### src/rtl/mc_ctrl_fsm_pkg.sv
// mc_defs: shared constants and types for the multi-cycle MIPS-subset control
// unit. It holds the opcode/func encodings, the ALU_OP, PC_s, w_r_s and
// wr_data_s codes, the state encodings and the instruction-class struct.
// Small helper functions decode the ALU operation for R-type and
// immediate instructions.
package mc_defs;

    localparam int MC_STATE_W  = 4;
    localparam int MC_ALU_OP_W = 3;

    typedef enum logic [MC_STATE_W-1:0] {
        S_IF  = 4'd0,
        S_ID  = 4'd1,
        S_EXR = 4'd2,
        S_WBR = 4'd3,
        S_EXI = 4'd4,
        S_WBI = 4'd5,
        S_MA  = 4'd6,
        S_MR  = 4'd7,
        S_WBL = 4'd8,
        S_MW  = 4'd9,
        S_BR  = 4'd10,
        S_J   = 4'd11,
        S_JR  = 4'd12
    } state_e;

    // Opcodes (Inst_code[31:26])
    localparam logic [5:0] OP_RTYPE = 6'b000000;
    localparam logic [5:0] OP_ADDI  = 6'b001000;
    localparam logic [5:0] OP_ANDI  = 6'b001100;
    localparam logic [5:0] OP_ORI   = 6'b001101;
    localparam logic [5:0] OP_XORI  = 6'b001110;
    localparam logic [5:0] OP_SLTIU = 6'b001011;
    localparam logic [5:0] OP_LW    = 6'b100011;
    localparam logic [5:0] OP_SW    = 6'b101011;
    localparam logic [5:0] OP_BEQ   = 6'b000100;
    localparam logic [5:0] OP_BNE   = 6'b000101;
    localparam logic [5:0] OP_J     = 6'b000010;
    localparam logic [5:0] OP_JAL   = 6'b000011;

    // R-type func codes (Inst_code[5:0])
    localparam logic [5:0] FN_ADD = 6'b100000;
    localparam logic [5:0] FN_SUB = 6'b100010;
    localparam logic [5:0] FN_AND = 6'b100100;
    localparam logic [5:0] FN_OR  = 6'b100101;
    localparam logic [5:0] FN_XOR = 6'b100110;
    localparam logic [5:0] FN_NOR = 6'b100111;
    localparam logic [5:0] FN_SLT = 6'b101011;
    localparam logic [5:0] FN_SLL = 6'b000000;
    localparam logic [5:0] FN_JR  = 6'b001000;

    // ALU operation codes
    localparam logic [MC_ALU_OP_W-1:0] ALU_AND = 3'b000;
    localparam logic [MC_ALU_OP_W-1:0] ALU_OR  = 3'b001;
    localparam logic [MC_ALU_OP_W-1:0] ALU_XOR = 3'b010;
    localparam logic [MC_ALU_OP_W-1:0] ALU_NOR = 3'b011;
    localparam logic [MC_ALU_OP_W-1:0] ALU_ADD = 3'b100;
    localparam logic [MC_ALU_OP_W-1:0] ALU_SUB = 3'b101;
    localparam logic [MC_ALU_OP_W-1:0] ALU_SLT = 3'b110;
    localparam logic [MC_ALU_OP_W-1:0] ALU_SLL = 3'b111;

    // PC next-select codes
    localparam logic [1:0] PCS_INC  = 2'b00;
    localparam logic [1:0] PCS_REG  = 2'b01;
    localparam logic [1:0] PCS_BR   = 2'b10;
    localparam logic [1:0] PCS_JMP  = 2'b11;

    // Write-register select codes
    localparam logic [1:0] WRS_RD   = 2'b00;
    localparam logic [1:0] WRS_RT   = 2'b01;
    localparam logic [1:0] WRS_R31  = 2'b10;

    // Write-data select codes
    localparam logic [1:0] WDS_ALU  = 2'b00;
    localparam logic [1:0] WDS_MEM  = 2'b01;
    localparam logic [1:0] WDS_PC   = 2'b10;

    // One-hot instruction class
    typedef struct packed {
        logic r;
        logic jr;
        logic imm;
        logic lw;
        logic sw;
        logic beq;
        logic bne;
        logic j;
        logic jal;
        logic ill;
    } iclass_t;

    // R-type func -> ALU op; an unknown func falls back to add.
    function automatic logic [MC_ALU_OP_W-1:0] alu_from_func(input logic [5:0] fn);
        case (fn)
            FN_ADD:  return ALU_ADD;
            FN_SUB:  return ALU_SUB;
            FN_AND:  return ALU_AND;
            FN_OR:   return ALU_OR;
            FN_XOR:  return ALU_XOR;
            FN_NOR:  return ALU_NOR;
            FN_SLT:  return ALU_SLT;
            FN_SLL:  return ALU_SLL;
            default: return ALU_ADD;
        endcase
    endfunction

    // Immediate-class opcode -> ALU op
    function automatic logic [MC_ALU_OP_W-1:0] imm_alu(input logic [5:0] op);
        case (op)
            OP_ANDI:  return ALU_AND;
            OP_ORI:   return ALU_OR;
            OP_XORI:  return ALU_XOR;
            OP_SLTIU: return ALU_SLT;
            default:  return ALU_ADD;
        endcase
    endfunction

    // Logical immediates are zero-extended; arithmetic/compare are sign-extended.
    function automatic logic imm_sext(input logic [5:0] op);
        return !(op == OP_ANDI || op == OP_ORI || op == OP_XORI);
    endfunction

endpackage

### src/rtl/mc_ctrl_fsm_if.sv
// mc_ctrl_fsm_if: bundle between the control unit and the datapath.
// master: the control FSM. It receives OP/func/ZF and drives the selects,
//         enables and debug state.
// slave : the datapath side, with the opposite directions.
interface mc_ctrl_fsm_if;
    logic [5:0]                      OP;
    logic [5:0]                      func;
    logic                            ZF;
    logic [1:0]                      PC_s;
    logic                            Write_PC;
    logic                            Write_IR;
    logic                            Write_Reg;
    logic                            Mem_Write;
    logic [mc_defs::MC_ALU_OP_W-1:0] ALU_OP;
    logic [1:0]                      w_r_s;
    logic [1:0]                      wr_data_s;
    logic                            imm_s;
    logic                            rt_imm_s;
    logic [mc_defs::MC_STATE_W-1:0]  state;

    modport master (
        input  OP, func, ZF,
        output PC_s, Write_PC, Write_IR, Write_Reg, Mem_Write, ALU_OP,
               w_r_s, wr_data_s, imm_s, rt_imm_s, state
    );

    modport slave (
        output OP, func, ZF,
        input  PC_s, Write_PC, Write_IR, Write_Reg, Mem_Write, ALU_OP,
               w_r_s, wr_data_s, imm_s, rt_imm_s, state
    );
endinterface

### src/rtl/mc_ctrl_fsm_instr_class_dec.sv
// instr_class_dec: combinational OP/func -> one-hot instruction class.
// Ports: op_i (Inst_code[31:26]), func_i (Inst_code[5:0]),
//        cls_o (one-hot {R, JR, IMM, LW, SW, BEQ, BNE, J, JAL, ILL}).
module instr_class_dec
    import mc_defs::*;
(
    input  logic [5:0] op_i,
    input  logic [5:0] func_i,
    output iclass_t    cls_o
);
    always_comb begin
        cls_o = '0;
        case (op_i)
            OP_RTYPE: begin
                if (func_i == FN_JR) cls_o.jr = 1'b1;
                else                 cls_o.r  = 1'b1;
            end
            OP_ADDI, OP_ANDI, OP_ORI, OP_XORI, OP_SLTIU: cls_o.imm = 1'b1;
            OP_LW:   cls_o.lw  = 1'b1;
            OP_SW:   cls_o.sw  = 1'b1;
            OP_BEQ:  cls_o.beq = 1'b1;
            OP_BNE:  cls_o.bne = 1'b1;
            OP_J:    cls_o.j   = 1'b1;
            OP_JAL:  cls_o.jal = 1'b1;
            default: cls_o.ill = 1'b1;
        endcase
    end
endmodule

### src/rtl/mc_ctrl_fsm.sv
// mc_ctrl_fsm: multi-cycle control unit for the MIPS-subset CPU.
// The unit steps through IF/ID/EX/MEM/WB states. It drives the PC select,
// the write enables and the datapath mux selects every cycle.
// Ports: clk, rst (async active-high); bus (mc_ctrl_fsm_if.master) carrying
//        OP/func/ZF in and PC_s, Write_*, Mem_Write, ALU_OP, w_r_s,
//        wr_data_s, imm_s, rt_imm_s, state out.
module mc_ctrl_fsm
    import mc_defs::*;
#(
    parameter int STATE_W  = 4,
    parameter int ALU_OP_W = 3
) (
    input  logic           clk,
    input  logic           rst,
    mc_ctrl_fsm_if.master  bus
);
    state_e  state_q, state_d;
    iclass_t cls;

    logic [1:0]             pc_s;
    logic                   wpc, wir, wreg, mw, imm, rti;
    logic [MC_ALU_OP_W-1:0] alu;
    logic [1:0]             wrs, wds;

    instr_class_dec u_dec (
        .op_i   (bus.OP),
        .func_i (bus.func),
        .cls_o  (cls)
    );

    // State register
    always_ff @(posedge clk or posedge rst) begin
        if (rst) state_q <= S_IF;
        else     state_q <= state_d;
    end

    // Next-state logic. Only the class bits steer the sequence.
    always_comb begin
        state_d = S_IF;
        case (state_q)
            S_IF:  state_d = S_ID;
            S_ID: begin
                if      (cls.r)              state_d = S_EXR;
                else if (cls.jr)             state_d = S_JR;
                else if (cls.imm)            state_d = S_EXI;
                else if (cls.lw || cls.sw)   state_d = S_MA;
                else if (cls.beq || cls.bne) state_d = S_BR;
                else if (cls.j || cls.jal)   state_d = S_J;
                else if (cls.ill)            state_d = S_IF;  // NOP: PC already advanced
            end
            S_EXR: state_d = S_WBR;
            S_EXI: state_d = S_WBI;
            S_MA:  state_d = cls.lw ? S_MR : (cls.sw ? S_MW : S_IF);
            S_MR:  state_d = S_WBL;
            default: state_d = S_IF;  // WB/MW/BR/J/JR and unreachable codes
        endcase
    end

    // Output logic. Reset forces everything to its idle values even though
    // state_q already reads S_IF.
    always_comb begin
        pc_s = PCS_INC;
        wpc  = 1'b0;
        wir  = 1'b0;
        wreg = 1'b0;
        mw   = 1'b0;
        alu  = ALU_ADD;
        wrs  = WRS_RD;
        wds  = WDS_ALU;
        imm  = 1'b0;
        rti  = 1'b0;
        if (!rst) begin
            case (state_q)
                S_IF: begin
                    wir = 1'b1;
                    wpc = 1'b1;
                end
                S_EXR: alu = alu_from_func(bus.func);
                S_WBR: begin
                    alu  = alu_from_func(bus.func);
                    wreg = 1'b1;
                end
                S_EXI, S_WBI: begin
                    rti = 1'b1;
                    imm = imm_sext(bus.OP);
                    alu = imm_alu(bus.OP);
                    if (state_q == S_WBI) begin
                        wreg = 1'b1;
                        wrs  = WRS_RT;
                    end
                end
                // The address (base + sext offset) stays on the ALU for
                // the whole memory access, including the store cycle.
                S_MA, S_MR, S_MW, S_WBL: begin
                    rti = 1'b1;
                    imm = 1'b1;
                    if (state_q == S_MW) mw = 1'b1;
                    if (state_q == S_WBL) begin
                        wreg = 1'b1;
                        wrs  = WRS_RT;
                        wds  = WDS_MEM;
                    end
                end
                S_BR: begin
                    alu = ALU_SUB;
                    imm = 1'b1;
                    if ((cls.beq && bus.ZF) || (cls.bne && !bus.ZF)) begin
                        wpc  = 1'b1;
                        pc_s = PCS_BR;
                    end
                end
                S_J: begin
                    wpc  = 1'b1;
                    pc_s = PCS_JMP;
                    // jal links the PC that S_IF already advanced
                    if (cls.jal) begin
                        wreg = 1'b1;
                        wrs  = WRS_R31;
                        wds  = WDS_PC;
                    end
                end
                S_JR: begin
                    wpc  = 1'b1;
                    pc_s = PCS_REG;
                end
                default: ;
            endcase
        end
    end

    assign bus.PC_s      = pc_s;
    assign bus.Write_PC  = wpc;
    assign bus.Write_IR  = wir;
    assign bus.Write_Reg = wreg;
    assign bus.Mem_Write = mw;
    assign bus.ALU_OP    = ALU_OP_W'(alu);
    assign bus.w_r_s     = wrs;
    assign bus.wr_data_s = wds;
    assign bus.imm_s     = imm;
    assign bus.rt_imm_s  = rti;
    assign bus.state     = STATE_W'(state_q);
endmodule

### src/flat_wrapper.sv
// flat-port wrapper written by rule: the top's interface ports become plain ports
module mc_ctrl_fsm_flat import mc_defs::*;
#(
    parameter int STATE_W  = 4,
    parameter int ALU_OP_W = 3
)
  (clk, rst, bus_OP, bus_func, bus_ZF, bus_PC_s, bus_Write_PC, bus_Write_IR, bus_Write_Reg, bus_Mem_Write, bus_ALU_OP, bus_w_r_s, bus_wr_data_s, bus_imm_s, bus_rt_imm_s, bus_state);
  mc_ctrl_fsm_if bus_i ();
  input  logic clk;
  input  logic rst;
  input wire logic [$bits(bus_i.OP)-1:0] bus_OP;
  input wire logic [$bits(bus_i.func)-1:0] bus_func;
  input wire logic [$bits(bus_i.ZF)-1:0] bus_ZF;
  output wire logic [$bits(bus_i.PC_s)-1:0] bus_PC_s;
  output wire logic [$bits(bus_i.Write_PC)-1:0] bus_Write_PC;
  output wire logic [$bits(bus_i.Write_IR)-1:0] bus_Write_IR;
  output wire logic [$bits(bus_i.Write_Reg)-1:0] bus_Write_Reg;
  output wire logic [$bits(bus_i.Mem_Write)-1:0] bus_Mem_Write;
  output wire logic [$bits(bus_i.ALU_OP)-1:0] bus_ALU_OP;
  output wire logic [$bits(bus_i.w_r_s)-1:0] bus_w_r_s;
  output wire logic [$bits(bus_i.wr_data_s)-1:0] bus_wr_data_s;
  output wire logic [$bits(bus_i.imm_s)-1:0] bus_imm_s;
  output wire logic [$bits(bus_i.rt_imm_s)-1:0] bus_rt_imm_s;
  output wire logic [$bits(bus_i.state)-1:0] bus_state;
  assign bus_i.OP = bus_OP;
  assign bus_i.func = bus_func;
  assign bus_i.ZF = bus_ZF;
  assign bus_PC_s = bus_i.PC_s;
  assign bus_Write_PC = bus_i.Write_PC;
  assign bus_Write_IR = bus_i.Write_IR;
  assign bus_Write_Reg = bus_i.Write_Reg;
  assign bus_Mem_Write = bus_i.Mem_Write;
  assign bus_ALU_OP = bus_i.ALU_OP;
  assign bus_w_r_s = bus_i.w_r_s;
  assign bus_wr_data_s = bus_i.wr_data_s;
  assign bus_imm_s = bus_i.imm_s;
  assign bus_rt_imm_s = bus_i.rt_imm_s;
  assign bus_state = bus_i.state;
  mc_ctrl_fsm #(.STATE_W(STATE_W), .ALU_OP_W(ALU_OP_W)) u_core (.clk(clk), .rst(rst), .bus(bus_i));
endmodule
### config.mk
export PLATFORM = sky130hd
export DESIGN_NAME = mc_ctrl_fsm_flat
export DESIGN_NICKNAME = d
export VERILOG_FILES = /design/src/rtl/mc_ctrl_fsm_pkg.sv /design/src/rtl/mc_ctrl_fsm_if.sv /design/src/rtl/mc_ctrl_fsm_instr_class_dec.sv /design/src/rtl/mc_ctrl_fsm.sv /design/src/flat_wrapper.sv
export SDC_FILE = /design/constraint.sdc
export NUM_CORES = 1
export LEC_CHECK = 0
export ABC_AREA = 1
export CELL_PAD_IN_SITES_DETAIL_PLACEMENT = 1
export CELL_PAD_IN_SITES_GLOBAL_PLACEMENT = 1
export CORE_MARGIN = 10
export CORE_UTILIZATION = 23
export CTS_CLUSTER_SIZE = 30
export DETAILED_ROUTE_END_ITERATION = 7
export PLACE_DENSITY_LB_ADDON = 0.1
export SLEW_MARGIN = 20
export SYNTH_ARGS = -nofsm -noshare
export SYNTH_HDL_FRONTEND = slang
export SYNTH_SLANG_ARGS = --single-unit
### constraint.sdc
create_clock -name clk -period 1.3 [get_ports clk]
set_clock_uncertainty 0.15 [all_clocks]
set_input_delay 0.26 -clock clk [delete_from_list [all_inputs] [get_ports clk]]
set_output_delay 0.26 -clock clk [all_outputs]
set_load 0.01 [all_outputs]
==> impl_results.md <==
* Setup TNS at -8.03 ns
* TritonCTS clock tree: yes
* Comb pwr share at a little under 80%
* Largest net degree at the start of global routing at 11
* DP HPWL at between 2000 and 3000 um
* Worst-Skew Late Latency at approximately 0.23 ns
* Initial antenna violation count at 0
* Layout cells sized above 1 at a little over half
* Fin Hold WS at a little under 0.4 ns
* Vias per cell at 4.56
* Post-synth net total at 159
* Reg2Reg Setup Slack at -0.18 ns
* Syn Inst Count at 144
* Reg2Reg Capture Point: u_core.bus.state[3]$_DFF_PP0_
* Antenna-violating nets left at 0
* Clk buf depth at 2
* Fin area at 1610 um^2
* First-pass GRT wire length at between 6000 and 7000 um
* CTS sink cnt at 4
* Mapped Avg Cell Area at a little over 5 um^2
* Sequential power share at a little over an eighth
* Most common cell after layout, fill and taps aside: buf_4
* Power per cell area at around 1100 nW/um^2
* Remaining DRCs at 0
* Power share of the clock group at under 10%
* Design Power at ~1800 uW
* Final hold viol count at 0
* YS warnings at 0
* NetSw at 845 uW
* Number of global-route vias before repair at approximately 1300
* VDD IR max at a little under 400 uV
* FP Rows at 20
* Number of synthesized flops with an enable pin at 0
* Status: finished with violations
* CP max FO at 6
* Sw frac at between 40% and 50%
* Chip height at around 77 um
* Die width at 76.9 um
* Full die area at slightly below 6000 um^2
* Hold Path Class: in2async
* Top FF cell, synth: dfrtp_1
* Failing checks: setup timing
* Starting Density at roughly a quarter
* Fin. max-slew vios at 0
* Relative slew slack at a little under nine tenths
* Drt total wl at between 3000 and 4000 um
* Placed inst area at around 1400 um^2
* Area growth from synthesis to layout at 116%
* Final net count at ~240
* Starting DRT DRC Count at just under 50
* Final WS setup at -0.567 ns
* Int Power at approximately 1000 uW
* Worst EP arrival at approximately 1.5 ns
* Worst r2r src: u_core.bus.state[3]$_DFF_PP0_
* F_max at 0.535 GHz
* Via count at around 1200
* Synthesized cell area at ~740 um^2
* Register area share after synthesis at between 10% and 20%
* Port bufs at 33
* Synth unique cells at 22
* Tot GR Track Use at about an eighth
* CTS root buffer: clkbuf_4
* Wire per inst at 14.3 um
* Required @ worst endpoint at 0.89 ns
* Static leakage at about 0.00084 uW
* FF+latch count, synth at 4
* Gpl congestion at 0.858
* Ports at 34
* Final Setup Violations at 21
* Ant. Diodes at 0
* CTS H-Tree Depth at 1
* Grt total ovfl at 0
* Reg clk slew, reported paths at 0.04 ns
* Period utilization at 144%
* RSZ-0062 raised after global routing: yes
* Crit Path Category: reg2out
* # hold bufs at CTS at 0
* Most frequent cells in the layout: buf_4 (36), nand2_1 (24), nor2_1 (17)
* Max cap viols at 0
* Critical path endpoint category: output pin
* Measured slew at the worst slew-check pin at ~0.22 ns
* Core footprint at 3080 um^2
* R2R cell count at 7
* Fin crit period at about 1.9 ns
* Synth async-reset ratio at between 90% and 100%
* DRT Pass-1 Iters at 4
* Max reg flops at 4
* CTS buffer count at 3
* Startpoint Class: flip-flop
## synth_stat cells, types with 2 or more instances
master | instances | share of area (%)
inv_1 | 25 | 13
nor2_4 | 2 | 3.0
nand3b_1 | 2 | 2.0
nor2_2 | 2 | 1.7
nand4_1 | 6 | 5.0
nand3_1 | 14 | 9.4
nand2_1 | 33 | 17
dfrtp_1 | 4 | 13
nor2_1 | 32 | 16
nor3_1 | 2 | 1.3
a21oi_1 | 11 | 7.4
## worst max-delay path, stage by stage, from the launching register on
cell	delay, ns
dfrtp_2	0.44
buf_6	0.15
nand2_8	0.08
nor2_4	0.04
buf_4	0.13
a21oi_1	0.13
nand4_1	0.10
buf_2	0.15
## how the worst max path moves through the flow
stage / start / endpoint / slack (ns)
6_report: u_core.bus.state[2]$_DFF_PP0_ / bus_ALU_OP[2] / -0.57
5_1_grt: u_core.bus.state[1]$_DFF_PP0_ / bus_Write_PC / -0.68
4_1_cts: u_core.bus.state[2]$_DFF_PP0_ / bus_PC_s[1] / -0.64
3_5_place_dp: bus_OP[5] / bus_PC_s[1] / -1.16
3_3_place_gp: bus_OP[5] / bus_PC_s[1] / -1.12
2_1_floorplan: u_core.bus.state[2]$_DFF_PP0_ / bus_wr_data_s[1] / -0.19
## cell type report
cell class	count	area [um^2]
inverter	26	105
fill	435	1470
multi-input combinational	112	704
timing repair buffer	79	618
sequential	4	105
clock buffer	3	22.5
tap	44	55.1
## per-layer routing
| layer | wire (um) | GRT usage, % |
|---|---|---|
| met1 | 1720 | 13.9 |
| met2 | 2030 | 23.6 |
| met3 | 69 | 1.05 |
| met4 | 22 | 4.09 |
| met5 | 0 | 0 |
## through the flow
step	worst slack [ns]	std cells	utilization, %
3_5_place_dp	-1.16	251	45.4
6_report	-0.567	268	52.3
5_1_grt	-0.675	268	52.3
3_3_place_gp	-1.12	251	45.4
2_1_floorplan	-0.194	144	-
4_1_cts	-0.640	267	50.3
## timing repair
| item | 4_1_cts | 5_1_grt |
|---|---|---|
| gates resized for setup | 124 | 25 |
| pin swaps | 20 | 12 |
| buffers inserted | 16 | 3 |
| setup endpoints to repair | 23 | 22 |
| gates cloned | 0 | 0 |
## power groups by stage
| stage | logic (uW) | clock network [uW] | registers, uW |
|---|---|---|---|
| after floorplan | 449 | 0 | 253 |
| after global placement | 1040 | 0 | 241 |
| after detailed placement | 1070 | 0 | 243 |
| after CTS | 1330 | 160 | 244 |
| after global routing | 1560 | 172 | 257 |
| final | 1440 | 155 | 250 |
## cells by family after synthesis
kind of cell	after synthesis	share of synthesized area [%]
and+or+nand+nor	95	58.3
buffers and inverters	28	14.6
AOI/OAI and AO/OA	16	12.4
DFF	4	13.4
xor gates and xnor gates	1	1.18
(Power assumes the default switching activity.)
